File: config.mk
export PLATFORM = sky130hd
export DESIGN_NAME = rom_fetch_scheduler_flat
export DESIGN_NICKNAME = d
export VERILOG_FILES = /design/src/rtl/rom_fetch_scheduler_pkg.sv /design/src/rtl/rom_fetch_scheduler_if.sv /design/src/rtl/rom_fetch_scheduler_rr_arbiter2.sv /design/src/rtl/rom_fetch_scheduler.sv /design/src/flat_wrapper.sv
export SDC_FILE = /design/constraint.sdc
export NUM_CORES = 1
export LEC_CHECK = 0
export CORE_AREA = 2 2 106 108
export DETAILED_ROUTE_END_ITERATION = 7
export DIE_AREA = 0 0 108 110
export GPL_TIMING_DRIVEN = 1
export PLACE_DENSITY = 0.82
export SYNTH_ARGS = -nofsm -noshare
export SYNTH_HDL_FRONTEND = slang
export SYNTH_SLANG_ARGS = --single-unit
File: constraint.sdc
create_clock -name clk -period 4.95 [get_ports clk]
set_input_delay 0.495 -clock clk [delete_from_list [all_inputs] [get_ports clk]]
set_output_delay 0.495 -clock clk [all_outputs]
set_load 0.03 [all_outputs]
File: src/rtl/rom_fetch_scheduler_pkg.sv
// Shared types and constants for the ROM fetch scheduler.
// State encoding, mode and requester identifiers.
package fetch_pkg;

    typedef enum logic [1:0] {
        IDLE  = 2'd0,
        FETCH = 2'd1,
        WAIT  = 2'd2,
        RESP  = 2'd3
    } state_t;

    localparam logic MODE_SINGLE = 1'b0;
    localparam logic MODE_QUAD   = 1'b1;

    localparam logic REQ_DISPLAY = 1'b0;
    localparam logic REQ_AUX     = 1'b1;

    // Index of the final ROM beat for a request.
    function automatic logic [1:0] last_beat(input logic quad);
        return (quad == MODE_QUAD) ? 2'd3 : 2'd0;
    endfunction

endpackage

File: src/rtl/rom_fetch_scheduler_if.sv
// Requester, ROM and response bus of the ROM fetch scheduler.
// The scheduler sits on the slave modport; requesters/ROM/consumer on master.
interface rom_fetch_scheduler_if #(
    parameter int IMG_WIDTH  = 160,
    parameter int IMG_HEIGHT = 120,
    parameter int DATA_W     = 8
);
    localparam int XW = $clog2(IMG_WIDTH);
    localparam int YW = $clog2(IMG_HEIGHT);
    localparam int AW = $clog2(IMG_WIDTH * IMG_HEIGHT);

    logic              req0_valid;
    logic              req0_ready;
    logic [XW-1:0]     req0_x;
    logic [YW-1:0]     req0_y;
    logic              req0_quad;

    logic              req1_valid;
    logic              req1_ready;
    logic [XW-1:0]     req1_x;
    logic [YW-1:0]     req1_y;
    logic              req1_quad;

    logic [AW-1:0]     rom_addr;
    logic [DATA_W-1:0] rom_data;

    logic              rsp_valid;
    logic              rsp_ready;
    logic              rsp_id;
    logic              rsp_quad;
    logic              rsp_oob;
    logic [DATA_W-1:0] rsp_p00;
    logic [DATA_W-1:0] rsp_p01;
    logic [DATA_W-1:0] rsp_p10;
    logic [DATA_W-1:0] rsp_p11;

    modport slave (
        input  req0_valid, req0_x, req0_y, req0_quad,
        input  req1_valid, req1_x, req1_y, req1_quad,
        input  rom_data, rsp_ready,
        output req0_ready, req1_ready, rom_addr,
        output rsp_valid, rsp_id, rsp_quad, rsp_oob,
        output rsp_p00, rsp_p01, rsp_p10, rsp_p11
    );

    modport master (
        output req0_valid, req0_x, req0_y, req0_quad,
        output req1_valid, req1_x, req1_y, req1_quad,
        output rom_data, rsp_ready,
        input  req0_ready, req1_ready, rom_addr,
        input  rsp_valid, rsp_id, rsp_quad, rsp_oob,
        input  rsp_p00, rsp_p01, rsp_p10, rsp_p11
    );

endinterface

File: src/rtl/rom_fetch_scheduler_rr_arbiter2.sv
// Two-input round-robin arbiter; on contention the requester
// that did not win last time is granted.
module rr_arbiter2
    import fetch_pkg::*;
(
    input  logic [1:0] i_valid,
    input  logic       i_last_grant,
    input  logic       i_enable,
    output logic [1:0] o_grant,
    output logic       o_grant_id
);

    always_comb begin
        o_grant_id = REQ_DISPLAY;
        unique case (i_valid)
            2'b01:   o_grant_id = REQ_DISPLAY;
            2'b10:   o_grant_id = REQ_AUX;
            2'b11:   o_grant_id = ~i_last_grant;
            default: o_grant_id = REQ_DISPLAY;
        endcase

        o_grant = 2'b00;
        if (i_enable && (|i_valid)) begin
            o_grant = (o_grant_id == REQ_AUX) ? 2'b10 : 2'b01;
        end
    end

endmodule

File: src/rtl/rom_fetch_scheduler.sv
// Arbitrates two requesters onto a 1-cycle-latency ROM, fetches a
// clamped single pixel or 2x2 block, and returns it under valid/ready.
module rom_fetch_scheduler
    import fetch_pkg::*;
#(
    parameter int IMG_WIDTH  = 160,
    parameter int IMG_HEIGHT = 120,
    parameter int DATA_W     = 8
) (
    input  logic                  clk,
    input  logic                  reset,
    rom_fetch_scheduler_if.slave  bus
);

    localparam int XW = $clog2(IMG_WIDTH);
    localparam int YW = $clog2(IMG_HEIGHT);
    localparam int AW = $clog2(IMG_WIDTH * IMG_HEIGHT);

    state_t            r_state;
    state_t            w_next;

    logic [XW-1:0]     r_x;
    logic [YW-1:0]     r_y;
    logic              r_quad;
    logic              r_id;
    logic              r_oob;
    logic              r_last_grant;
    logic [1:0]        r_idx;
    logic [AW-1:0]     r_rom_addr;
    logic [DATA_W-1:0] r_pix [4];

    logic [1:0]        w_grant;
    logic              w_gid;
    logic              w_arb_en;
    logic              w_accept;
    logic [XW-1:0]     w_in_x;
    logic [YW-1:0]     w_in_y;
    logic              w_in_quad;
    logic              w_in_oob;
    logic [AW-1:0]     w_in_addr;
    logic [XW-1:0]     w_xr;
    logic [YW-1:0]     w_yb;
    logic [AW-1:0]     w_addr [4];
    logic [1:0]        w_last_idx;
    logic              w_fetch_done;

    // Wide intermediate keeps row*width+col from wrapping.
    function automatic logic [AW-1:0] addr_of(
        input logic [YW-1:0] row,
        input logic [XW-1:0] col
    );
        logic [AW:0] w_sum;
        w_sum = (AW+1)'(row) * (AW+1)'(IMG_WIDTH)
              + (AW+1)'(col);
        return w_sum[AW-1:0];
    endfunction

    assign w_arb_en = (r_state == IDLE) && reset;

    rr_arbiter2 u_arb (
        .i_valid      ({bus.req1_valid, bus.req0_valid}),
        .i_last_grant (r_last_grant),
        .i_enable     (w_arb_en),
        .o_grant      (w_grant),
        .o_grant_id   (w_gid)
    );

    assign w_accept       = |w_grant;
    assign bus.req0_ready = w_grant[0];
    assign bus.req1_ready = w_grant[1];

    always_comb begin
        w_in_x    = (w_gid == REQ_AUX) ? bus.req1_x : bus.req0_x;
        w_in_y    = (w_gid == REQ_AUX) ? bus.req1_y : bus.req0_y;
        w_in_quad = (w_gid == REQ_AUX) ? bus.req1_quad
                                       : bus.req0_quad;
        w_in_oob  = ({1'b0, w_in_x} >= (XW+1)'(IMG_WIDTH))
                 || ({1'b0, w_in_y} >= (YW+1)'(IMG_HEIGHT));
        w_in_addr = addr_of(w_in_y, w_in_x);
    end

    // Latched coordinates are always in bounds, so +1 cannot overflow.
    always_comb begin
        w_xr = (r_x >= XW'(IMG_WIDTH - 1))
             ? XW'(IMG_WIDTH - 1) : r_x + XW'(1);
        w_yb = (r_y >= YW'(IMG_HEIGHT - 1))
             ? YW'(IMG_HEIGHT - 1) : r_y + YW'(1);
        w_addr[0] = addr_of(r_y, r_x);
        w_addr[1] = addr_of(r_y, w_xr);
        w_addr[2] = addr_of(w_yb, r_x);
        w_addr[3] = addr_of(w_yb, w_xr);
    end

    assign w_last_idx   = last_beat(r_quad);
    assign w_fetch_done = (r_idx == w_last_idx);

    always_ff @(posedge clk or negedge reset) begin
        if (!reset) begin
            r_state <= IDLE;
        end else begin
            r_state <= w_next;
        end
    end

    always_comb begin
        w_next        = r_state;
        bus.rsp_valid = 1'b0;
        unique case (r_state)
            IDLE: begin
                if (w_accept) begin
                    w_next = w_in_oob ? RESP : FETCH;
                end
            end
            FETCH: begin
                if (w_fetch_done) begin
                    w_next = WAIT;
                end
            end
            WAIT: begin
                w_next = RESP;
            end
            RESP: begin
                bus.rsp_valid = 1'b1;
                if (bus.rsp_ready) begin
                    w_next = IDLE;
                end
            end
            default: w_next = IDLE;
        endcase
    end

    always_ff @(posedge clk or negedge reset) begin
        if (!reset) begin
            r_x          <= '0;
            r_y          <= '0;
            r_quad       <= MODE_SINGLE;
            r_id         <= REQ_DISPLAY;
            r_oob        <= 1'b0;
            r_last_grant <= REQ_AUX;
            r_idx        <= '0;
            r_rom_addr   <= '0;
            for (int i = 0; i < 4; i++) begin
                r_pix[i] <= '0;
            end
        end else begin
            unique case (r_state)
                IDLE: begin
                    if (w_accept) begin
                        r_x          <= w_in_x;
                        r_y          <= w_in_y;
                        r_quad       <= w_in_quad;
                        r_id         <= w_gid;
                        r_last_grant <= w_gid;
                        r_oob        <= w_in_oob;
                        r_idx        <= '0;
                        r_rom_addr   <= w_in_oob ? '0 : w_in_addr;
                        if (w_in_oob) begin
                            for (int i = 0; i < 4; i++) begin
                                r_pix[i] <= '0;
                            end
                        end
                    end
                end
                FETCH: begin
                    // Data returning now belongs to the previous beat.
                    if (r_idx != 2'd0) begin
                        r_pix[r_idx - 2'd1] <= bus.rom_data;
                    end
                    if (w_fetch_done) begin
                        r_rom_addr <= '0;
                    end else begin
                        r_idx      <= r_idx + 2'd1;
                        r_rom_addr <= w_addr[r_idx + 2'd1];
                    end
                end
                WAIT: begin
                    if (r_quad == MODE_QUAD) begin
                        r_pix[3] <= bus.rom_data;
                    end else begin
                        for (int i = 0; i < 4; i++) begin
                            r_pix[i] <= bus.rom_data;
                        end
                    end
                end
                default: ;
            endcase
        end
    end

    assign bus.rom_addr = r_rom_addr;
    assign bus.rsp_id   = r_id;
    assign bus.rsp_quad = r_quad;
    assign bus.rsp_oob  = r_oob;
    assign bus.rsp_p00  = r_pix[0];
    assign bus.rsp_p01  = r_pix[1];
    assign bus.rsp_p10  = r_pix[2];
    assign bus.rsp_p11  = r_pix[3];

endmodule

File: src/flat_wrapper.sv
// flat-port wrapper written by rule: the top's interface ports become plain ports
module rom_fetch_scheduler_flat import fetch_pkg::*;
#(
    parameter int IMG_WIDTH  = 160,
    parameter int IMG_HEIGHT = 120,
    parameter int DATA_W     = 8
)
  (clk, reset, bus_req0_valid, bus_req0_x, bus_req0_y, bus_req0_quad, bus_req1_valid, bus_req1_x, bus_req1_y, bus_req1_quad, bus_rom_data, bus_rsp_ready, bus_req0_ready, bus_req1_ready, bus_rom_addr, bus_rsp_valid, bus_rsp_id, bus_rsp_quad, bus_rsp_oob, bus_rsp_p00, bus_rsp_p01, bus_rsp_p10, bus_rsp_p11);
  rom_fetch_scheduler_if #(.IMG_WIDTH(IMG_WIDTH), .IMG_HEIGHT(IMG_HEIGHT), .DATA_W(DATA_W)) bus_i ();
  input  logic clk;
  input  logic reset;
  input wire logic [$bits(bus_i.req0_valid)-1:0] bus_req0_valid;
  input wire logic [$bits(bus_i.req0_x)-1:0] bus_req0_x;
  input wire logic [$bits(bus_i.req0_y)-1:0] bus_req0_y;
  input wire logic [$bits(bus_i.req0_quad)-1:0] bus_req0_quad;
  input wire logic [$bits(bus_i.req1_valid)-1:0] bus_req1_valid;
  input wire logic [$bits(bus_i.req1_x)-1:0] bus_req1_x;
  input wire logic [$bits(bus_i.req1_y)-1:0] bus_req1_y;
  input wire logic [$bits(bus_i.req1_quad)-1:0] bus_req1_quad;
  input wire logic [$bits(bus_i.rom_data)-1:0] bus_rom_data;
  input wire logic [$bits(bus_i.rsp_ready)-1:0] bus_rsp_ready;
  output wire logic [$bits(bus_i.req0_ready)-1:0] bus_req0_ready;
  output wire logic [$bits(bus_i.req1_ready)-1:0] bus_req1_ready;
  output wire logic [$bits(bus_i.rom_addr)-1:0] bus_rom_addr;
  output wire logic [$bits(bus_i.rsp_valid)-1:0] bus_rsp_valid;
  output wire logic [$bits(bus_i.rsp_id)-1:0] bus_rsp_id;
  output wire logic [$bits(bus_i.rsp_quad)-1:0] bus_rsp_quad;
  output wire logic [$bits(bus_i.rsp_oob)-1:0] bus_rsp_oob;
  output wire logic [$bits(bus_i.rsp_p00)-1:0] bus_rsp_p00;
  output wire logic [$bits(bus_i.rsp_p01)-1:0] bus_rsp_p01;
  output wire logic [$bits(bus_i.rsp_p10)-1:0] bus_rsp_p10;
  output wire logic [$bits(bus_i.rsp_p11)-1:0] bus_rsp_p11;
  assign bus_i.req0_valid = bus_req0_valid;
  assign bus_i.req0_x = bus_req0_x;
  assign bus_i.req0_y = bus_req0_y;
  assign bus_i.req0_quad = bus_req0_quad;
  assign bus_i.req1_valid = bus_req1_valid;
  assign bus_i.req1_x = bus_req1_x;
  assign bus_i.req1_y = bus_req1_y;
  assign bus_i.req1_quad = bus_req1_quad;
  assign bus_i.rom_data = bus_rom_data;
  assign bus_i.rsp_ready = bus_rsp_ready;
  assign bus_req0_ready = bus_i.req0_ready;
  assign bus_req1_ready = bus_i.req1_ready;
  assign bus_rom_addr = bus_i.rom_addr;
  assign bus_rsp_valid = bus_i.rsp_valid;
  assign bus_rsp_id = bus_i.rsp_id;
  assign bus_rsp_quad = bus_i.rsp_quad;
  assign bus_rsp_oob = bus_i.rsp_oob;
  assign bus_rsp_p00 = bus_i.rsp_p00;
  assign bus_rsp_p01 = bus_i.rsp_p01;
  assign bus_rsp_p10 = bus_i.rsp_p10;
  assign bus_rsp_p11 = bus_i.rsp_p11;
  rom_fetch_scheduler #(.IMG_WIDTH(IMG_WIDTH), .IMG_HEIGHT(IMG_HEIGHT), .DATA_W(DATA_W)) u_core (.clk(clk), .reset(reset), .bus(bus_i));
endmodule
---- After elaboration in Yosys (flattened, before gate mapping) ----
Cells that the tools add are included.
storage, ports and cells
  flip-flop bits (word level) ............. 70
  bits of input ports ..................... 45
  output and inout bits ................... 53
cells by class
  add/sub/neg operators ................... 9
  multipliers ............................. 3
  magnitude comparators ................... 7
  equal/unequal tests ..................... 13
  multiplexer cells ....................... 33
  bitwise operators ....................... 3
  reduce and logical (&&, ||, !) cells .... 16
operators with widths
  kind                                                      number
  two-way mux 32 bit                                        3
  one-hot mux 32 bit (3 select lines)                       1
  adder 15 x 8 -> 15 bit                                    5
  two-way mux 15 bit                                        5
  bitwise mux 32 bit                                        1
  binary-select mux 15 bit (select 2 bit)                   1
  multiplier 7 x 3 -> 10 bit, second input constant         3
  one-hot mux 15 bit (2 select lines)                       1
  two-way mux 24 bit                                        1
  two-way mux 8 bit                                         3
  two-way mux 2 bit                                         9
  demux 8 bit (select 2 bit)                                1
  greater-or-equal comparator 8 bit, second input constant  2
  greater-or-equal comparator 7 bit, second input constant  2
  two-way mux 7 bit                                         2
  adder 8 x 1 -> 8 bit, second input constant               1
  equality test 2 bit, second input constant                4
  inequality test 2 x 1 -> 1 bit, second input constant     4
  one-hot mux 2 bit (4 select lines)                        1
  adder 7 x 1 -> 7 bit, second input constant               1
  greater-or-equal comparator 3 bit, second input constant  2
  inequality test 2 bit, second input constant              3
  NOT 2 -> 3 bit                                            2
  AND reduction 3 bit                                       2
  other kinds (18)                                          24

---- Logic depth before layout (Yosys ltp) ----
Gate-level depths: netlist (run 1).
  word-level depth ........................ 9
  gate-level depth with buffers ........... 16
  mapped depth without buffers ............ 15

---- Hierarchy ----
From an unflattened synthesis (run 1), not the netlist that was laid out.
unflattened totals
  cell total of the unflattened synthesis .. 675
  area total of the unflattened synthesis .. 5,821.8 µm²
by module, submodules not included
  module               instances  cells each  area an instance (µm²)
  rom_fetch_scheduler  1          670         5,791.8
  rr_arbiter2          1          5           30.0

---- Worst setup path after synthesis (run 1) ----
No wires, ideal clock.
  path kind ............................... input port to flip-flop
  from .................................... input bus_req1_valid
  to ...................................... register u_core.r_rom_addr[14] (netlist: u_core.bus.rom_addr[14])
  library setup time ...................... 0.082 ns
  arrival time ............................ 3.735 ns
  data required time ...................... 4.868 ns
  slack ................................... 1.133 ns
  stages .................................. 15
  path buffers ............................ 2
  cell sequence ........................... a21boi_2 -> buf_6 -> clkbuf_1 -> mux2i_1 -> inv_1 -> ha_1 -> ha_1 -> inv_1 -> fa_1 -> nand3b_1 -> o21ai_0 -> nand4bb_1 -> nor4b_1 -> o31ai_1 -> a31oi_1
on the way
  longest elaborated chain between the ends .. 8
  elaborated cells between the ends (all ways) .. 20
  those cells by class .................... 1 x add/sub; 1 x mul; 2 x order compare; 3 x eq/ne; 8 x mux; 5 x reduce/logical
ends and longest elaborated chain
  what                                                                                    line                                                  RTL
  start, declared                                                                         flat_wrapper.sv:16                                    input wire logic [$bits(bus_i.req1_valid)-1:0] bus_req1_valid;
  equality test 2 bit                                                                     rom_fetch_scheduler_rr_arbiter2.sv:15                 unique case (i_valid)
  one-hot mux 1 bit (2 select lines) *                                                    rom_fetch_scheduler_rr_arbiter2.sv:15
  two-way mux 7 bit *                                                                     rom_fetch_scheduler.sv:74                             w_in_y = (w_gid == REQ_AUX) ? bus.req1_y : bus.req0_y;
  via u_core.w_in_y[1]                                                                    rom_fetch_scheduler.sv:37                             logic [YW-1:0] w_in_y;
  multiplier 7 x 3 -> 10 bit / greater-or-equal comparator 7 bit (equally long branches)  rom_fetch_scheduler.sv:53, rom_fetch_scheduler.sv:78
  adder 15 x 8 -> 15 bit / logical OR 1 bit (equally long branches)                       rom_fetch_scheduler.sv:54, rom_fetch_scheduler.sv:78
  two-way mux 15 bit *                                                                    rom_fetch_scheduler.sv:156                            r_rom_addr <= w_in_oob ? '0 : w_in_addr;
  two-way mux 15 bit *                                                                    rom_fetch_scheduler.sv:148                            if (w_accept) begin
  one-hot mux 15 bit (2 select lines) *                                                   rom_fetch_scheduler.sv:146                            unique case (r_state)
  end signal, assigned                                                                    rom_fetch_scheduler.sv:156
  end signal, assigned                                                                    rom_fetch_scheduler.sv:173                            r_rom_addr <= w_addr[r_idx + 2'd1];
  end, declared                                                                           rom_fetch_scheduler.sv:29                             logic [AW-1:0] r_rom_addr;
The timed path passes the listed nets; every way through them passes the cells marked *. The select of a mux whose other input is x is not followed.
A chain may end at the register's enable or synchronous reset.

---- Worst setup path after layout (run 1) ----
  from .................................... register u_core.r_y[1]
  to ...................................... register u_core.r_rom_addr[13] (netlist: u_core.bus.rom_addr[13])
on the way
  longest elaborated chain between the ends .. 9
  elaborated cells between the ends (all ways) .. 14
  those cells by class .................... 5 x add/sub; 2 x mul; 1 x order compare; 6 x mux
ends and longest elaborated chain
  what                                                                              line                                                  RTL
  start, declared                                                                   rom_fetch_scheduler.sv:23                             logic [YW-1:0] r_y;
  start signal, assigned                                                            rom_fetch_scheduler.sv:150                            r_y <= w_in_y;
  adder 7 x 1 -> 7 bit / greater-or-equal comparator 7 bit (equally long branches)  rom_fetch_scheduler.sv:87, rom_fetch_scheduler.sv:86
  two-way mux 7 bit                                                                 rom_fetch_scheduler.sv:87                             ? YW'(IMG_HEIGHT - 1) : r_y + YW'(1);
  multiplier 7 x 3 -> 10 bit                                                        rom_fetch_scheduler.sv:53                             w_sum = (AW+1)'(row) * (AW+1)'(IMG_WIDTH)
  adder 15 x 8 -> 15 bit                                                            rom_fetch_scheduler.sv:54                             + (AW+1)'(col);
  binary-select mux 15 bit (select 2 bit) *                                         rom_fetch_scheduler.sv:173
  two-way mux 15 bit (not written as such) * (2 in series)                          rom_fetch_scheduler.sv:173
  two-way mux 15 bit *                                                              rom_fetch_scheduler.sv:169                            if (w_fetch_done) begin
  one-hot mux 15 bit (2 select lines) *                                             rom_fetch_scheduler.sv:146
Mark *: on every way between the ends. The rest lies on a longest branch, timed or not. The select of a mux whose other input is x is not followed.

==> impl_metrics.tcl, run 1 <==
set metrics [dict create \
    status "completed" \
    grt_pass1_wl_um 25200 \
    setup.worst_path.start "u_core.r_y[1]" \
    synthMuxAreaShare_pct 9.54 \
    synth_xor_area_share_pct 5.25 \
    cp_num_buf_inv 1 \
    start_util_pct 54.5 \
    synthSimpleGateAreaFrac_pct 15.5 \
    path_cells "ha_1 -> o21a_1 -> o2111ai_1 -> nand2b_1 -> ha_1 -> ha_1 -> inv_1 -> fa_1 -> xnor2_1 -> nor3b_1 -> nor4bb_1 -> xnor2_1 -> o2111ai_1 -> a31oi_1" \
    area_delta_synth_final_pct 21.4 \
    drtIter0Drc 470 \
    viasPerCell 5.98 \
    skew_ns 0.0193 \
    critPathTopFamily "adder cells" \
    cp_max_fo 8 \
    fin_crit_ns 4.23 \
    crit_top_cell "ha_1" \
    synth_async_sr_flop_share_pct 100 \
    cts_tree "yes" \
    drv_slew 0 \
    ios 98 \
    reg2reg_to "u_core.bus.rom_addr[13]" \
    routedWlPerCell_um 17.2 \
    worstSetupPathDepth 14 \
    r2r_start "u_core.r_y[1]" \
    rsz0062_at_grt "no" \
    hp-class "in2async" \
    syn-num-nets 788 \
    ys_warn_count 0 \
    grtUsageTotal_pct 26.9 \
    grt_max_degree 63 \
    portBuffers 97 \
    cp.arrival_ns 4.40 \
    p_per_area_mw_per_mm2 821 \
    netlist_instances 678 \
    worstSetupPathType "reg2reg" \
    gp_congestion 0.967 \
    synth-edff-count 0 \
    fmax_mhz 236 \
    worstPathRequired_ns 5.12 \
    num_antenna_cells 0 \
    hpwlAfterDp_um 11600 \
    clk_path_buf_depth 2 \
    finalSetupViolations 0 \
    clk_latency_ns 0.36 \
    slew_headroom_pct 17.3 \
    die_area_mm2 0.0119 \
    clk_pin_slew_ns 0.07 \
    drc 0 \
    ys_ff_latch 70 \
    cts_hold_buffers 0 \
    antenna_found_initial 0 \
    synthAdderAreaFrac_pct 15.0 \
    critPathSlowestCell "dfrtp_1" \
    ys_types 57 \
    synth_compound_area_share_pct 19.8 \
    dr.pass1.iters 5 \
    vdd_drop_max_mv 0.416 \
    cp-start-kind "register" \
    yosysSeqAreaShare_pct 30.0 \
    die_x_um 108 \
    post_cts_buffers 0 \
    grt_remaining_overflow 0 \
    nets 868 \
    ant_nets 0 \
    cts_sinks 70 \
    cts_root_buf "clkbuf_8" \
    synthFlopType "dfrtp_1" \
    dr_total_vias 5398 \
    core-area_mm2 0.0107 \
    avgSynthCellArea_um2 8.61 \
    max-cap-violations 0 \
    p_leak_nw 3.06 \
    fin_setup_tns_ns 0 \
    rrSetupSlack_ns 0.72 \
    ff2ff_path_depth 14 \
    utilization_pct 66.2 \
    htree_levels 3 \
    fp-row-count 38 \
    finalHoldViolations 0 \
    totalWireLength_um 15600 \
    worstSetupEndpointType "register" \
    grt_pass1_vias 5287 \
    cts-resized-gates 0 \
    synth_top_family_by_area "compound AO/OA/AOI/OAI gates" \
    critical-path-max-stage-delay_ns 0.51 \
    max_slew.worst_pin.slew_ns 1.24 \
    numCtsBuffers 9 \
    drive_gt1_share_pct 5.37 \
    fin_crit_sh_pct 85.5 \
    die_h_um 110 \
    synth_area_mm2 0.00583 \
]
[Yosys cell counts, types with 8 or more instances]
| library cell | n | area share (%) |
|---|---|---|
| a21o_1 | 8 | 1.0 |
| a21oi_1 | 27 | 2.3 |
| a31oi_1 | 8 | 0.86 |
| clkbuf_1 | 27 | 1.7 |
| dfrtp_1 | 69 | 30 |
| fa_1 | 8 | 2.7 |
| ha_1 | 57 | 12 |
| inv_1 | 34 | 2.2 |
| mux2_2 | 9 | 1.7 |
| mux2i_1 | 41 | 7.0 |
| nand2_1 | 106 | 6.8 |
| nand3_1 | 8 | 0.69 |
| nor2_1 | 34 | 2.2 |
| o211ai_1 | 9 | 1.2 |
| o21a_1 | 9 | 1.2 |
| o21ai_0 | 77 | 6.6 |
| o21ai_1 | 19 | 1.6 |
| xnor2_1 | 24 | 3.6 |
| xor2_1 | 11 | 1.7 |
[layer usage]
metal  track usage (%)  part of all wire (%)  up-vias
met5                 0                     0        -
met1              35.4                    42     2574
met2              44.6                    48      228
li1                  -                     -     2557
met3              4.12                   7.4       39
met4              10.9                   2.4        0
[worst max-delay path by stage]
| stage | to | slack (ns) |
|---|---|---|
| after floorplan | u_core.bus.rom_addr[14] | 1.13 |
| after global placement | u_core.bus.rom_addr[14] | 0.67 |
| after detailed placement | u_core.bus.rom_addr[14] | 0.43 |
| after CTS | u_core.bus.rom_addr[13] | 0.74 |
| after global routing | u_core.bus.rom_addr[13] | 0.40 |
| final | u_core.bus.rom_addr[13] | 0.72 |
[layout make-up]
cell class	count	area, um2
tap	140	175
sequential	70	1750
timing repair buffer	102	1000
clock inverter	5	82.6
multi-input combinational	541	3800
fill	898	3610
inverter	34	128
clock buffer	11	141
[cells by family (layout without fill, tap and decap cells)]
group           after synthesis  count (layout)
compound gates              191             191
xor+xnor                     35              35
fa+ha+maj                    65              65
buf+inv                      67             152
flops                        70              70
mux                          52              52
simple gates                198             198
[where the power goes]
part | total [W] | internal (W) | switching [W] | leakage, nW
sequential | 0.00113 | 0.000825 | 0.000301 | 0.893
clock | 0.000533 | 0.000299 | 0.000234 | 0.113
combinational | 0.00415 | 0.00171 | 0.00244 | 2.05
total | 0.00581 | 0.00283 | 0.00298 | 3.06
[placed cells by master (no fill, tap or decap), types with 7 or more instances in the layout]
master / synthesis / routed
xor2_1: 11 / 11
a31oi_1: 8 / 8
clkbuf_8: 0 / 10
a21oi_1: 27 / 27
nor2_1: 34 / 34
o21ai_1: 19 / 19
mux2i_1: 41 / 41
dfrtp_1: 69 / 69
inv_1: 34 / 34
ha_1: 57 / 57
o21a_1: 9 / 9
nand2b_1: 7 / 7
nand3_1: 8 / 8
nand2_1: 106 / 106
clkdlybuf4s50_1: 0 / 96
xnor2_1: 24 / 24
mux2_2: 9 / 9
a21o_1: 8 / 8
o211ai_1: 9 / 9
fa_1: 8 / 8
o21ai_0: 77 / 76
[flip-flops by register name, summed over array words and instances (netlist names)]
register,count
u_core.bus.rom_addr,15
u_core.bus.rsp_id,1
u_core.bus.rsp_oob,1
u_core.bus.rsp_p00,8
u_core.bus.rsp_p01,8
u_core.bus.rsp_p10,8
u_core.bus.rsp_p11,8
u_core.bus.rsp_quad,1
u_core.r_idx,2
u_core.r_last_grant,1
u_core.r_state,2
u_core.r_x,8
u_core.r_y,7
[per-stage QoR]
step	area, um2	std cells	total power (W)	hold slack [ns]	setup slack [ns]
after floorplan	5830	678	0.00411	0.199	1.13
after global placement	6860	887	0.00505	0.388	0.665
after detailed placement	6860	887	0.00519	0.392	0.430
after CTS	7080	903	0.00576	0.0162	0.743
after global routing	7080	903	0.00629	0.0260	0.402
final	7080	903	0.00581	0.0135	0.716
Power figures use the tool's default switching activity.
==> run 2, diff against run 1 <==
--- a/config.mk
+++ b/config.mk
@@ -9,7 +9,7 @@
 export DETAILED_ROUTE_END_ITERATION = 7
 export DIE_AREA = 0 0 108 110
 export GPL_TIMING_DRIVEN = 1
-export PLACE_DENSITY = 0.82
+export PLACE_DENSITY_LB_ADDON = 0.3
 export SYNTH_ARGS = -nofsm -noshare
 export SYNTH_HDL_FRONTEND = slang
 export SYNTH_SLANG_ARGS = --single-unit
==> run 2 against run 1 <==
Net effect: power down 0.19%; critical path depth down 1; fmax up 3.2%; first-iteration DRC count down 37%; clock skew down 0.0021 ns; setup slack better by 0.13 ns.
==> impl_metrics.tcl, run 2 (synthesized netlist as in run 1, its figures left out) <==
set metrics [dict create \
    critical-path-max-stage-delay_ns 0.51 \
    dr_total_vias 5368 \
    cp-start-kind "register" \
    start_util_pct 54.5 \
    max-cap-violations 0 \
    post_cts_buffers 0 \
    routed-wl-met2_um 7110 \
    rsz0062_at_grt "no" \
    nets 867 \
    ant_nets 0 \
    hp-class "in2async" \
    gp_congestion 0.930 \
    p_leak_nw 3.06 \
    fp-row-count 38 \
    totalWireLength_um 15200 \
    met1_length_um 6790 \
    r2r_start "u_core.r_y[1]" \
    mostFrequentLayoutCells "nand2_1 (106), clkdlybuf4s50_1 (96), o21ai_0 (76), dfrtp_1 (69), ha_1 (57)" \
    setup.worst_path.start "u_core.r_y[1]" \
    p_per_area_mw_per_mm2 818 \
    drc 0 \
    hpwlAfterDp_um 11300 \
    clk_latency_ns 0.36 \
    grt_pass1_vias 5220 \
    num_antenna_cells 0 \
    finalSetupViolations 0 \
    cts_tree "yes" \
    cts-resized-gates 0 \
    portBuffers 97 \
    worstSetupEndpointType "register" \
    max_slew.worst_pin.slew_ns 1.22 \
    grt_max_degree 58 \
    grtUsageTotal_pct 26.9 \
    worstSetupPathType "reg2reg" \
    clk_path_buf_depth 2 \
    crit_top_cell "ha_1" \
    core-area_mm2 0.0107 \
    drv_slew 0 \
    largest_reg_flops 15 \
    status "completed" \
    area_delta_synth_final_pct 21.6 \
    fin_crit_sh_pct 82.9 \
    die_x_um 108 \
    cts_root_buf "clkbuf_8" \
    cts_sinks 70 \
    drive_gt1_share_pct 5.12 \
    design_area_mm2 0.00709 \
    clk_pin_slew_ns 0.07 \
    htree_levels 3 \
    die_h_um 110 \
    grt_remaining_overflow 0 \
    cp.arrival_ns 4.37 \
    numCtsBuffers 9 \
    dr.pass1.iters 6 \
    worstPathRequired_ns 5.22 \
    fin_crit_ns 4.10 \
    path_cells "ha_1 -> o21a_1 -> o2111ai_1 -> nand2b_1 -> ha_1 -> ha_1 -> inv_1 -> fa_1 -> nor4b_1 -> nand3_1 -> nor4_1 -> o221ai_1 -> a31oi_1" \
    die_area_mm2 0.0119 \
    cts_hold_buffers 0 \
    skew_ns 0.0172 \
    top_layer "met4" \
    routedWlPerCell_um 16.9 \
    critPathTopFamily "adder cells" \
    wl_met3_um 1010 \
    placed_cell_area_mm2 0.00685 \
    layout_commonest_cell "nand2_1" \
    slew_headroom_pct 18.5 \
    grt_pass1_wl_um 25300 \
    ios 98 \
    cp_num_buf_inv 1 \
    viasPerCell 5.95 \
    finalHoldViolations 0 \
    drtIter0Drc 296 \
    antenna_found_initial 0 \
    vdd_drop_max_mv 0.414 \
    fin_setup_tns_ns 0 \
    fmax_mhz 244 \
    critPathSlowestCell "dfrtp_1" \
    cp_max_fo 8 \
]
-- run 2: cell types whose count changed in the layout (fill, tap and decap cells not counted), sizes merged --
| cell | change |
|---|---|
| buf | -1 |
| bufinv | +1 |
| clkinv | -1 |
-- run 2: cell type report --
| type | instances | area, um2 |
|---|---|---|
| inverter | 34 | 128 |
| tap | 140 | 175 |
| fill | 909 | 3610 |
| clock buffer | 11 | 131 |
| timing repair buffer | 101 | 996 |
| multi-input combinational | 541 | 3800 |
| clock inverter | 5 | 108 |
| sequential | 70 | 1750 |
-- run 2: final timing paths --
kind                                           end  slack, ns  cells after the start
hold / removal                       u_core.r_y[2]       0.06                      1
setup reg to reg           u_core.bus.rom_addr[14]       0.85                     13
setup / recovery           u_core.bus.rom_addr[14]       0.85                     13
max in group asynchronous    u_core.bus.rsp_p11[7]       3.84                      2
hold reg to reg             u_core.bus.rom_addr[4]       0.50                      1
min in group clk            u_core.bus.rom_addr[4]       0.50                      1
-- run 2: metrics by stage --
step           hold WS (ns)  util [%]  setup slack, ns  instances  power, W
2_1_floorplan         0.199         -             1.13        678   0.00411
3_3_place_gp          0.443      64.1            0.707        886   0.00505
3_5_place_dp          0.444      64.1            0.510        886   0.00517
4_1_cts              0.0688      66.3            0.874        902   0.00577
5_1_grt              0.0734      66.3            0.377        902   0.00629
6_report             0.0605      66.3            0.846        902   0.00580
-- run 2: report_power, final --
part	internal (W)	switching (W)	total [W]
sequential	0.000826	0.000301	0.00113
combinational	0.00171	0.00240	0.00411
clock	0.000337	0.000232	0.000569
-- run 2: metal layers --
metal  GRT usage (%)  vias to the layer above
met3            5.11                       27
met2            43.1                      197
li1                -                     2558
met4            8.97                        0
met1            36.8                     2586
met5               0                        -
-- run 2: worst reg2reg max path: stages (launching register included) --
cell       delay [ns]
dfrtp_1          0.51
ha_1             0.28
o21a_1           0.20
o2111ai_1        0.34
nand2b_1         0.20
ha_1             0.31
ha_1             0.22
inv_1            0.07
fa_1             0.46
nor4b_1          0.47
nand3_1          0.20
nor4_1           0.37
o221ai_1         0.20
a31oi_1          0.21
==> run 3, diff against run 2 <==
--- a/config.mk
+++ b/config.mk
@@ -5,9 +5,9 @@
 export SDC_FILE = /design/constraint.sdc
 export NUM_CORES = 1
 export LEC_CHECK = 0
-export CORE_AREA = 2 2 106 108
+export CORE_AREA = 2 2 113 115
 export DETAILED_ROUTE_END_ITERATION = 7
-export DIE_AREA = 0 0 108 110
+export DIE_AREA = 0 0 115 117
 export GPL_TIMING_DRIVEN = 1
 export PLACE_DENSITY_LB_ADDON = 0.3
 export SYNTH_ARGS = -nofsm -noshare
==> constraint.sdc (replaced) <==
create_clock -name clk -period 3.56 [get_ports clk]
set_input_delay 0.356 -clock clk [delete_from_list [all_inputs] [get_ports clk]]
set_output_delay 0.356 -clock clk [all_outputs]
set_load 0.03 [all_outputs]
==> run 3 against run 2 <==
Net effect: non-clock buffer count up 62; clock-buffer cell count down 1; hold slack better by 0.42 ns.
==> impl_metrics.tcl, run 3 (synthesized netlist as in run 1, its figures left out) <==
set metrics [dict create \
    status "completed" \
    max-cap-violations 0 \
    fp-row-count 41 \
    layout_commonest_cell "nand2_1" \
    cts_root_buf "clkbuf_16" \
    cp-start-kind "input pin" \
    die_x_um 115 \
    worstPathRequired_ns 3.82 \
    grt_pass1_vias 5472 \
    cp_max_fo 6 \
    clk_latency_ns 0.34 \
    totalWireLength_um 16500 \
    dr.pass1.iters 5 \
    worstSetupPathType "in2reg" \
    mostFrequentLayoutCells "nand2_1 (104), clkdlybuf4s50_1 (96), o21ai_0 (73), dfrtp_1 (69), buf_4 (63)" \
    rsz0062_at_grt "yes" \
    grt_remaining_overflow 0 \
    n_fill_cell 998 \
    worstSetupEndpointType "register" \
    dr_total_vias 5545 \
    clk_path_buf_depth 2 \
    area_delta_synth_final_pct 35.6 \
    hp-class "reg2reg" \
    fin_crit_sh_pct 96.9 \
    skew_ns 0.0100 \
    core-area_mm2 0.0123 \
    htree_levels 3 \
    slew_headroom_pct 29.7 \
    antenna_found_initial 0 \
    drtIter0Drc 404 \
    max_slew.worst_pin.slew_ns 1.05 \
    hpwlAfterDp_um 12200 \
    grt_pass1_wl_um 26500 \
    routedWlPerCell_um 17.0 \
    ant_nets 0 \
    start_util_pct 47.4 \
    cts_tree "yes" \
    drive_gt1_share_pct 16.4 \
    numCtsBuffers 9 \
    nets 929 \
    cts_sinks 70 \
    die_h_um 117 \
    portBuffers 97 \
    seqCellArea_mm2 0.00175 \
    gp_congestion 0.905 \
    multi_input_area_mm2 0.00402 \
    clk_pin_slew_ns 0.05 \
    ios 98 \
    largest_reg_flops 15 \
    utilization_pct 64.2 \
    viasPerCell 5.70 \
    drc 0 \
    cp.arrival_ns 3.71 \
    finalHoldViolations 0 \
    fmax_mhz 290 \
    die_area_mm2 0.0135 \
    rrSetupSlack_ns 0.16 \
    drv_slew 0 \
    finalSetupViolations 0 \
    grt_max_degree 54 \
    fin_crit_ns 3.45 \
    fin_setup_tns_ns 0 \
    num_antenna_cells 0 \
    grtUsageTotal_pct 24.9 \
]
## run 3: changes by cell type in the layout (fill, tap and decap cells not counted), sizes merged
cell and change:
dlygate4sd3 +1, clkbuf -1, buf +61
## run 3: area by class of cell
class	count	area share, %
tap	150	2.37
timing repair buffer	163	18.6
sequential	70	22.2
clock inverter	5	1.36
clock buffer	10	3.02
inverter	34	1.61
multi-input combinational	541	50.9
## run 3: layer usage
layer / vias up / global-route usage (%) / part of all wire [%] / wire, um
met4: 0 / 10.0 / 2.2 / 365
met2: 167 / 40.9 / 49 / 8080
met1: 2655 / 32.9 / 44 / 7230
met3: 31 / 3.91 / 5.3 / 875
met5: - / 0 / 0 / 0
li1: 2692 / - / - / -
## run 3: final timing paths
kind,startpoint,to,depth (start not counted)
max,bus_req1_valid,u_core.bus.rom_addr[14],15
max reg2reg,u_core.r_y[0],u_core.bus.rom_addr[12],14
min,u_core.bus.rsp_oob,u_core.bus.rsp_oob,2
min reg2reg,u_core.bus.rsp_oob,u_core.bus.rsp_oob,2
max in group asynchronous,reset,u_core.bus.rsp_p11[1],3
min in group asynchronous,reset,u_core.bus.rom_addr[8],2
## run 3: worst max-delay path, cell delays in order
cell and delay, ns:
clkdlybuf4s50_1 0.48, a21boi_2 0.17, buf_6 0.14, mux2i_2 0.22, inv_1 0.11, ha_4 0.27
ha_2 0.18, inv_1 0.06, fa_1 0.51, nand3b_1 0.19, o21ai_2 0.16, nand4bb_1 0.21
nor4b_2 0.35, o31ai_1 0.13, a31oi_1 0.15
## run 3: through the flow
step	instances	hold WS, ns	setup WS (ns)	cell area, um2
after floorplan	678	0.0604	0.0478	5850
after global placement	949	0.335	-0.124	7280
after detailed placement	949	0.343	-0.417	7280
after CTS	965	0.485	0.0229	7650
after global routing	973	0.513	-0.0380	7910
final	973	0.479	0.110	7910
## run 3: repair_timing
action                                  4_1_cts  5_1_grt
setup buffers                                 0        8
endpoints found under the setup margin        3        4
pin swaps                                     0       21
resized for setup                             3       40
hold buffers                                  1        0
endpoints found under the hold margin        17        0
Power of run 3 is not shown: default switching activity piles up to over one toggle a cycle in this logic, so the estimate is an artifact.
